===== src/rtl/ip_tx_sched_pkg.sv =====
// Shared definitions for the IP TX scheduler family: FSM state encoding,
// default widths and a constant clog2 helper.
package ip_tx_pkg;

  localparam logic [1:0] S_IDLE  = 2'd0;
  localparam logic [1:0] S_REQ   = 2'd1;
  localparam logic [1:0] S_XFER  = 2'd2;
  localparam logic [1:0] S_DRAIN = 2'd3;

  localparam int C_DATA_WIDTH_DEF = 64;
  localparam int C_NUM_PORTS_DEF  = 4;
  localparam int C_PTR_W_DEF      = 2;
  localparam int C_DRAIN_DEF      = 2;
  localparam int C_TIMEOUT_DEF    = 255;

  // Smallest r with 2**r >= v; used for counter and pointer widths.
  function automatic int clog2_f(input int v);
    int r;
    r = 0;
    while ((1 << r) < v) r++;
    return r;
  endfunction

endpackage


===== src/rtl/ip_tx_sched_rr_pick.sv =====
// Combinational rotating-priority picker. Searches lp+1, lp+2, ... with wrap
// and returns the first requesting index. Also used by the RX credit scheduler.
module ip_rr_pick #(
  parameter int c_NUM_PORTS = 4,
  parameter int c_PTR_W     = 2
) (
  input  logic [c_NUM_PORTS-1:0] req,
  input  logic [c_PTR_W-1:0]     lp,
  output logic [c_PTR_W-1:0]     idx,
  output logic                   vld
);

  logic [c_PTR_W-1:0] p;

  // Walk from the farthest candidate to the nearest so the nearest hit wins.
  always_comb begin
    idx = '0;
    vld = 1'b0;
    p   = '0;
    for (int k = c_NUM_PORTS; k >= 1; k--) begin
      p = c_PTR_W'((int'(lp) + k) % c_NUM_PORTS);
      if (req[p]) begin
        idx = p;
        vld = 1'b1;
      end
    end
  end

endmodule


===== src/rtl/ip_tx_sched.sv =====
// Packet-locked round-robin scheduler sharing the PCIe core TX port among
// c_NUM_PORTS TLP sources. Grant is held from tx_rdy through the EOP beat,
// followed by a c_DRAIN cycle gap before the next arbitration.
// Optional macro IP_TX_SCHED_TIMEOUT_EN: abort a REQ that waits c_TIMEOUT
// cycles for tx_rdy and demote the stalled port.
//
//   state   | meaning
//   IDLE    | no owner; arbitrate among pending requests
//   REQ     | owner chosen, requesting the core, waiting for tx_rdy
//   XFER    | packet in flight; beats on tx_rdy & tx_val until EOP
//   DRAIN   | post-EOP gap, tx_req held low for c_DRAIN cycles
module ip_tx_sched
  import ip_tx_pkg::*;
#(
  parameter int c_DATA_WIDTH = C_DATA_WIDTH_DEF,
  parameter int c_NUM_PORTS  = C_NUM_PORTS_DEF,
  parameter int c_PTR_W      = C_PTR_W_DEF,
  parameter int c_DRAIN      = C_DRAIN_DEF,
  parameter int c_TIMEOUT    = C_TIMEOUT_DEF
) (
  input  logic                              clk,
  input  logic                              rstn,
  input  logic                              tx_val,
  input  logic [c_NUM_PORTS-1:0]            tx_req_in,
  input  logic [c_NUM_PORTS*c_DATA_WIDTH-1:0] tx_din_in,
  input  logic [c_NUM_PORTS-1:0]            tx_sop_in,
  input  logic [c_NUM_PORTS-1:0]            tx_eop_in,
  input  logic [c_NUM_PORTS-1:0]            tx_dwen_in,
  output logic [c_NUM_PORTS-1:0]            tx_rdy_out,
  output logic                              tx_req,
  output logic [c_DATA_WIDTH-1:0]           tx_dout,
  output logic                              tx_sop,
  output logic                              tx_eop,
  output logic                              tx_dwen,
  input  logic                              tx_rdy,
  output logic [c_PTR_W-1:0]                grant,
  output logic                              busy,
  output logic [c_NUM_PORTS-1:0]            tx_timeout
);

  localparam int DCW = clog2_f(c_DRAIN + 1);

  logic [1:0]              state;
  logic [c_PTR_W-1:0]      lp;
  logic [DCW-1:0]          dcnt;
  logic [c_PTR_W-1:0]      pick_idx;
  logic                    pick_vld;
  logic                    active;
  logic                    beat;
  logic                    tmo;
  logic [c_DATA_WIDTH-1:0] din_a [c_NUM_PORTS];

  ip_rr_pick #(
    .c_NUM_PORTS (c_NUM_PORTS),
    .c_PTR_W     (c_PTR_W)
  ) u_pick (
    .req (tx_req_in),
    .lp  (lp),
    .idx (pick_idx),
    .vld (pick_vld)
  );

  for (genvar i = 0; i < c_NUM_PORTS; i++) begin : g_din
    assign din_a[i] = tx_din_in[i*c_DATA_WIDTH +: c_DATA_WIDTH];
  end

  assign active  = (state == S_REQ) || (state == S_XFER);
  assign beat    = tx_rdy & tx_val;
  assign busy    = (state != S_IDLE);
  assign tx_dout = din_a[grant];
  assign tx_req  = active & tx_req_in[grant];
  assign tx_sop  = active & tx_sop_in[grant];
  assign tx_eop  = active & tx_eop_in[grant];
  assign tx_dwen = active & tx_dwen_in[grant];

  // Only the owning port sees core ready, and only while it owns the core.
  always_comb begin
    tx_rdy_out = '0;
    if (active) tx_rdy_out[grant] = tx_rdy;
  end

`ifdef IP_TX_SCHED_TIMEOUT_EN
  localparam int TCW = clog2_f(c_TIMEOUT + 1);
  logic [TCW-1:0] tmr;

  // Abort fires on the c_TIMEOUT-th REQ cycle if tx_rdy never came and the
  // port is still requesting (a withdrawal takes the quieter exit).
  assign tmo = (state == S_REQ) && !tx_rdy && tx_req_in[grant] && (tmr == '0);

  // One-cycle abort pulse on the stalled port.
  always_comb begin
    tx_timeout = '0;
    if (tmo) tx_timeout[grant] = 1'b1;
  end

  // REQ wait timer: reloaded on every REQ entry, counts down while waiting.
  always_ff @(posedge clk or negedge rstn) begin
    if (!rstn) begin
      tmr <= '0;
    end else if (state == S_IDLE) begin
      tmr <= TCW'(c_TIMEOUT - 1);
    end else if (state == S_REQ && tmr != '0) begin
      tmr <= tmr - 1'b1;
    end
  end
`else
  localparam int unused_timeout = c_TIMEOUT;
  assign tmo        = 1'b0;
  assign tx_timeout = '0;
`endif

  // Scheduler FSM: arbitration, packet lock, drain gap.
  always_ff @(posedge clk or negedge rstn) begin
    if (!rstn) begin
      state <= S_IDLE;
      grant <= '0;
      lp    <= c_PTR_W'(c_NUM_PORTS - 1);
      dcnt  <= '0;
    end else begin
      case (state)
        S_IDLE: begin
          if (pick_vld) begin
            grant <= pick_idx;
            state <= S_REQ;
          end
        end
        S_REQ: begin
          if (tx_rdy) begin
            state <= S_XFER;
          end else if (!tx_req_in[grant]) begin
            state <= S_IDLE;
          end else if (tmo) begin
            state <= S_IDLE;
            lp    <= grant;
          end
        end
        S_XFER: begin
          if (beat && tx_eop_in[grant]) begin
            state <= S_DRAIN;
            lp    <= grant;
            dcnt  <= DCW'(c_DRAIN - 1);
          end
        end
        default: begin
          if (dcnt == '0) state <= S_IDLE;
          else            dcnt  <= dcnt - 1'b1;
        end
      endcase
    end
  end

endmodule

===== config.mk =====
export PLATFORM = sky130hd
export DESIGN_NAME = ip_tx_sched
export DESIGN_NICKNAME = d
export VERILOG_FILES = /design/src/rtl/ip_tx_sched_pkg.sv /design/src/rtl/ip_tx_sched_rr_pick.sv /design/src/rtl/ip_tx_sched.sv
export SDC_FILE = /design/constraint.sdc
export NUM_CORES = 1
export LEC_CHECK = 0
export CAP_MARGIN = 10
export CORE_AREA = 2 2 140 142
export DETAILED_ROUTE_END_ITERATION = 12
export DIE_AREA = 0 0 142 144
export GPL_ROUTABILITY_DRIVEN = 0
export PLACE_DENSITY_LB_ADDON = 0.1
export SYNTH_ARGS = -nofsm -noshare
export SYNTH_HDL_FRONTEND = slang
export SYNTH_SLANG_ARGS = --single-unit

===== constraint.sdc =====
create_clock -name clk -period 5.25 [get_ports clk]
set_input_delay 0.7875 -clock clk [delete_from_list [all_inputs] [get_ports clk]]
set_output_delay 0.7875 -clock clk [all_outputs]
set_load 0.02 [all_outputs]

After elaboration in Yosys (flattened, before gate mapping) --
Index checks and enable logic that the tools add are counted.
Storage, ports and cells: output and inout bits 79, logic and storage cells 81, input bits 276, bits in registers 8
Cells by class: add/sub/neg operators 5, bitwise gates (word level) 8, multiplexer cells 39, equal/unequal tests 6, reduce and logical (&&, ||, !) cells 12, order comparisons 7
Operators with widths (count):
- $bmux 64 s2 | 1
- $mux 64 | 2
- $mux 2 | 11
- $bmux 1 s2 | 8
- $lt 2x3->1 const B | 5
- $mux 1 | 13
- $pmux 2 s3 | 1
- $and 1x1->1 | 5
- $add 2x1->2 const B | 2
- $add 2x2->2 const B | 2
- $and 4x4->4 | 1
- $logic_not 2->1 | 2
- $mux 4 | 1
- $ne 2x2->1 const B | 2
- $pmux 2 s2 | 1
- $reduce_and 2->1 | 2
- $reduce_and 4->1 | 1
- $reduce_bool 4->1 | 1
- $ge 3x3->1 const B | 1
- $ne 3x3->1 const B | 1
- $not 2->3 | 1
- $reduce_and 3->1 | 1
- $demux 1 s2 | 1
- $eq 2x1->1 const B | 1
- other kinds (9) | 10

Logic depth before layout (Yosys ltp) --
depth in word-level cells 9, gate-level depth with buffers 6, mapped depth without buffers 6

Hierarchy --
A second synthesis with hierarchy kept.
Second synthesis, totals: cell total of the unflattened synthesis 167, area, all modules 2333.5 um^2
Modules (own cells, without submodules):
- ip_tx_sched | area an instance 2242.2 um^2, cells an instance 153, instances 1, seq. area each 202.7 um^2
- ip_rr_pick | area an instance 91.3 um^2, cells an instance 14, instances 1, seq. area each 0.0 um^2

Least setup slack after synthesis --
No wires, ideal clock.
path type register to output, from reg grant[0], to out tx_dwen, stages on the path, launching flop included 5, required time 4.463 ns, buffers on the path 2, setup slack 2.728 ns, arrival 1.735 ns, path through dfrtp_1 -> buf_2 -> buf_2 -> mux4_2 -> and2_1
On the way: word-level cells in the longest chain between the ends 3
Ends and longest elaborated chain:
- start: declaration | line ip_tx_sched.sv:36 | output logic [c_PTR_W-1:0] grant,
- start signal: assignment | line ip_tx_sched.sv:123 | grant <= pick_idx;
- $bmux 1 s2 | line ip_tx_sched.sv:74 | assign tx_dwen = active & tx_dwen_in[grant];
- $mux 1 (implied by the code) | line ip_tx_sched.sv:74
- $and 1x1->1 | line ip_tx_sched.sv:74
- end: declaration | line ip_tx_sched.sv:34 | output logic tx_dwen,
Every way passes these cells. The select of a mux whose other input is x is not followed.

Worst setup path in the final report --
Same ends and word-level chain as after synthesis.

==> results.py <==
metrics = {
    "status": {
        "status": "completed",
    },
    "worst_setup_path": {
        "crit_type": "flop to primary output",
        "cpPeakStageDelay_ps": 950,
        "cp.required_ps": 4460,
        "cp_num_buf_inv": 2,
        "worst_setup_path_end_kind": "primary output",
        "path_cells": "buf_4 > mux4_2 > and2_1 > clkdlybuf4s50_1",
        "cp_max_fo": 45,
        "arrival_ps": 2880,
        "start_kind": "flop",
        "crit_family": "buffers and inverters",
        "cp_slowest_cell": "dfrtp_4",
    },
    "floorplan": {
        "core_um2": 19100,
        "dieArea_um2": 20400,
        "io_pins": 355,
        "fp.dieH_um": 144,
        "rows": 51,
        "initial_core_util_pct": 12.0,
        "dieWidth_um": 142,
    },
    "global_routing": {
        "grt_start_max_net_pins": 59,
        "antenna_found_initial": 0,
        "grt_pass1_vias": 3099,
        "grt.total_usage_pct": 15.2,
        "grt_overflow": 0,
        "grt_pass1_wl_mm": 22.5,
    },
    "power": {
        "peakVddDrop_mv": 0.483,
        "power_frac_comb_pct": 83.7,
        "p_sw_share_pct": 45.2,
        "finalPower_uw": 2710,
        "pwr-share-clk_pct": 5.0,
        "intPower_uw": 1480,
        "p_seq_share_pct": 11.3,
        "power.leakage_uw": 0.00218,
        "power_density_nw_per_um2": 444,
        "p_switching_uw": 1220,
    },
    "hold_path": {
        "hp-class": "flop to flop",
    },
    "clock_network": {
        "cts_resized": 0,
        "htreeDepth": 1,
        "clock_path_buffers": 2,
        "worstSkewPairLatency_ps": 240,
        "numCtsBuffers": 3,
        "clockRootBuffer": "clkbuf_16",
        "cts_sinks": 8,
        "cts.clk_slew.worst_paths_ps": 40,
        "cts_tree": "built",
        "post-cts-setup-buffers": 0,
        "postCtsHoldBufs": 0,
    },
    "synthesis": {
        "ys_seq_elements": 8,
        "synth_edf_count": 0,
        "async_reset_ff_share_pct": 100,
        "synth_common_cells": "67 x mux4_2, 10 x buf_2, 10 x inv_1",
        "synth_top_area_cell": "mux4_2",
        "ys_types": 37,
        "yosysWarnings": 0,
        "synth_seq_area_share_pct": 8.87,
        "synth_flop_cell": "dfrtp_1",
        "synth_top_area_share_pct": 66.0,
        "syn_avg_cell_area_um2": 13.4,
        "synth_cells": 170,
        "synth.area.top_cells": "mux4_2 66%, dfrtp_1 6.6%, ha_1 2.7%",
        "synth_most_common_cell": "mux4_2",
        "syn-cell-area_um2": 2290,
    },
    "placement": {
        "numPortBuffers": 350,
        "dp_hpwl_mm": 14.8,
        "dp_slack_ps": 1720,
    },
    "route": {
        "wl_met1_mm": 6.57,
        "wl_per_cell_um": 23.1,
        "drtPass1Iterations": 4,
        "wl_met3_mm": 1.47,
        "drc": 0,
        "via_per_inst": 4.17,
        "num_vias": 3112,
        "drt_iter0_drc": 112,
        "drtAntennaViolNets": 0,
        "wl_met2_mm": 9.17,
        "route.top_layer_used": "met4",
        "drt-total-wl_mm": 17.3,
    },
    "timing": {
        "min_period_ps": 3660,
        "rsz0062_at_grt": "false",
        "finalCritPeriodShare_pct": 69.8,
        "skew_ps": 1.55,
        "tns_ps": 0,
        "relSlewSlack_pct": 43.0,
        "worstMarginPinSlew_ps": 856,
        "fmax_mhz": 273,
        "fin_ws_ps": 1590,
        "drv_slew": 0,
        "finalSetupViolations": 0,
        "hold_viol": 0,
    },
    "flow_run": {
        "maxCapViolCount": 0,
    },
    "layout": {
        "ff_latch_area_um2": 210,
        "layout-drive-gt1-share_pct": 15.9,
        "n_fill_cell": 1922,
        "antenna_cells": 0,
        "multiInputGateArea_um2": 1950,
        "area_delta_synth_final_pct": 167,
        "layout.nets": 791,
    },
}
==> worst min-delay path: stages, from the launching register on <==
cell and delay, ps:
dfstp_2 390, nand2_1 60, o21ai_0 70
==> path summary, 6_finish.rpt <==
kind / startpoint / end / slack [ps] / cells after the start
worst max-delay path: grant[0] / tx_dwen / 1590 / 4
worst min-delay path: lp[1] / lp[1] / 530 / 2
worst max register to register: grant[1] / state[1] / 2830 / 4
worst min register to register: lp[1] / lp[1] / 530 / 2
max in group asynchronous: rstn / lp[1] / 4090 / 1
min in group asynchronous: rstn / grant[1] / 840 / 1
==> stage by stage <==
step | area, µm² | hold WS [ps] | std cells | util, %
detailed placement | 6020 | 519 | 743 | 31.6
global placement | 6020 | 510 | 743 | 31.6
floorplan | 2300 | 476 | 173 | -
finish | 6100 | 526 | 747 | 32.0
CTS | 6100 | 526 | 747 | 32.0
global route | 6100 | 559 | 747 | 32.0
==> power groups by stage <==
stage | Combinational, µW | Clock [µW] | Sequential [µW]
detailed placement | 2280 | 0 | 321
finish | 2260 | 136 | 305
CTS | 2300 | 138 | 322
global route | 2370 | 141 | 332
global placement | 2280 | 0 | 315
floorplan | 1410 | 0 | 123
==> layer usage <==
layer,track usage (%),vias up
li1,-,1419
met2,28.3,140
met4,1.00,0
met5,0,-
met3,4.40,5
met1,18.2,1548
==> cells in the final DEF, fill, tap and decap left out, drive strengths merged, types with 2 or more instances in the layout <==
| cell type | n |
|---|---|
| conb | 4 |
| a21oi | 7 |
| ha | 5 |
| nand2 | 7 |
| mux2i | 2 |
| inv | 10 |
| dfrtp | 6 |
| o21bai | 2 |
| mux4 | 67 |
| nor3b | 2 |
| mux2 | 3 |
| dfstp | 2 |
| clkdlybuf4s50 | 350 |
| nor2 | 8 |
| a41oi | 2 |
| o21ai | 3 |
| buf | 3 |
| clkbuf | 4 |
| nor3 | 2 |
| and2 | 3 |
| o22ai | 2 |
==> state kept, by name, indices dropped and copies added, names as in the netlist <==
signal	flops
state	2
grant	2
lp	2
dcnt	2
==> cells by family (layout without fill, tap and decap cells) <==
kind of cell | count (synthesis) | count (layout) | synth area share, %
AOI/OAI and AO/OA | 25 | 25 | 7.39
and+or+nand+nor | 28 | 28 | 6.19
other | 1 | 4 | 0.164
buffers and inverters | 31 | 367 | 6.29
DFF | 8 | 8 | 8.87
adders and majority gates | 5 | 5 | 2.74
muxes | 72 | 72 | 68.4
==> layout make-up <==
cell class / count / share of cell area [%]
flip-flops and latches: 8 / 3.45
inverters: 10 / 0.615
repair buffers: 353 / 57.8
multi-input cells: 134 / 32.0
clock buffers: 4 / 1.29
well taps: 238 / 4.88
(Power assumes the default switching activity.)
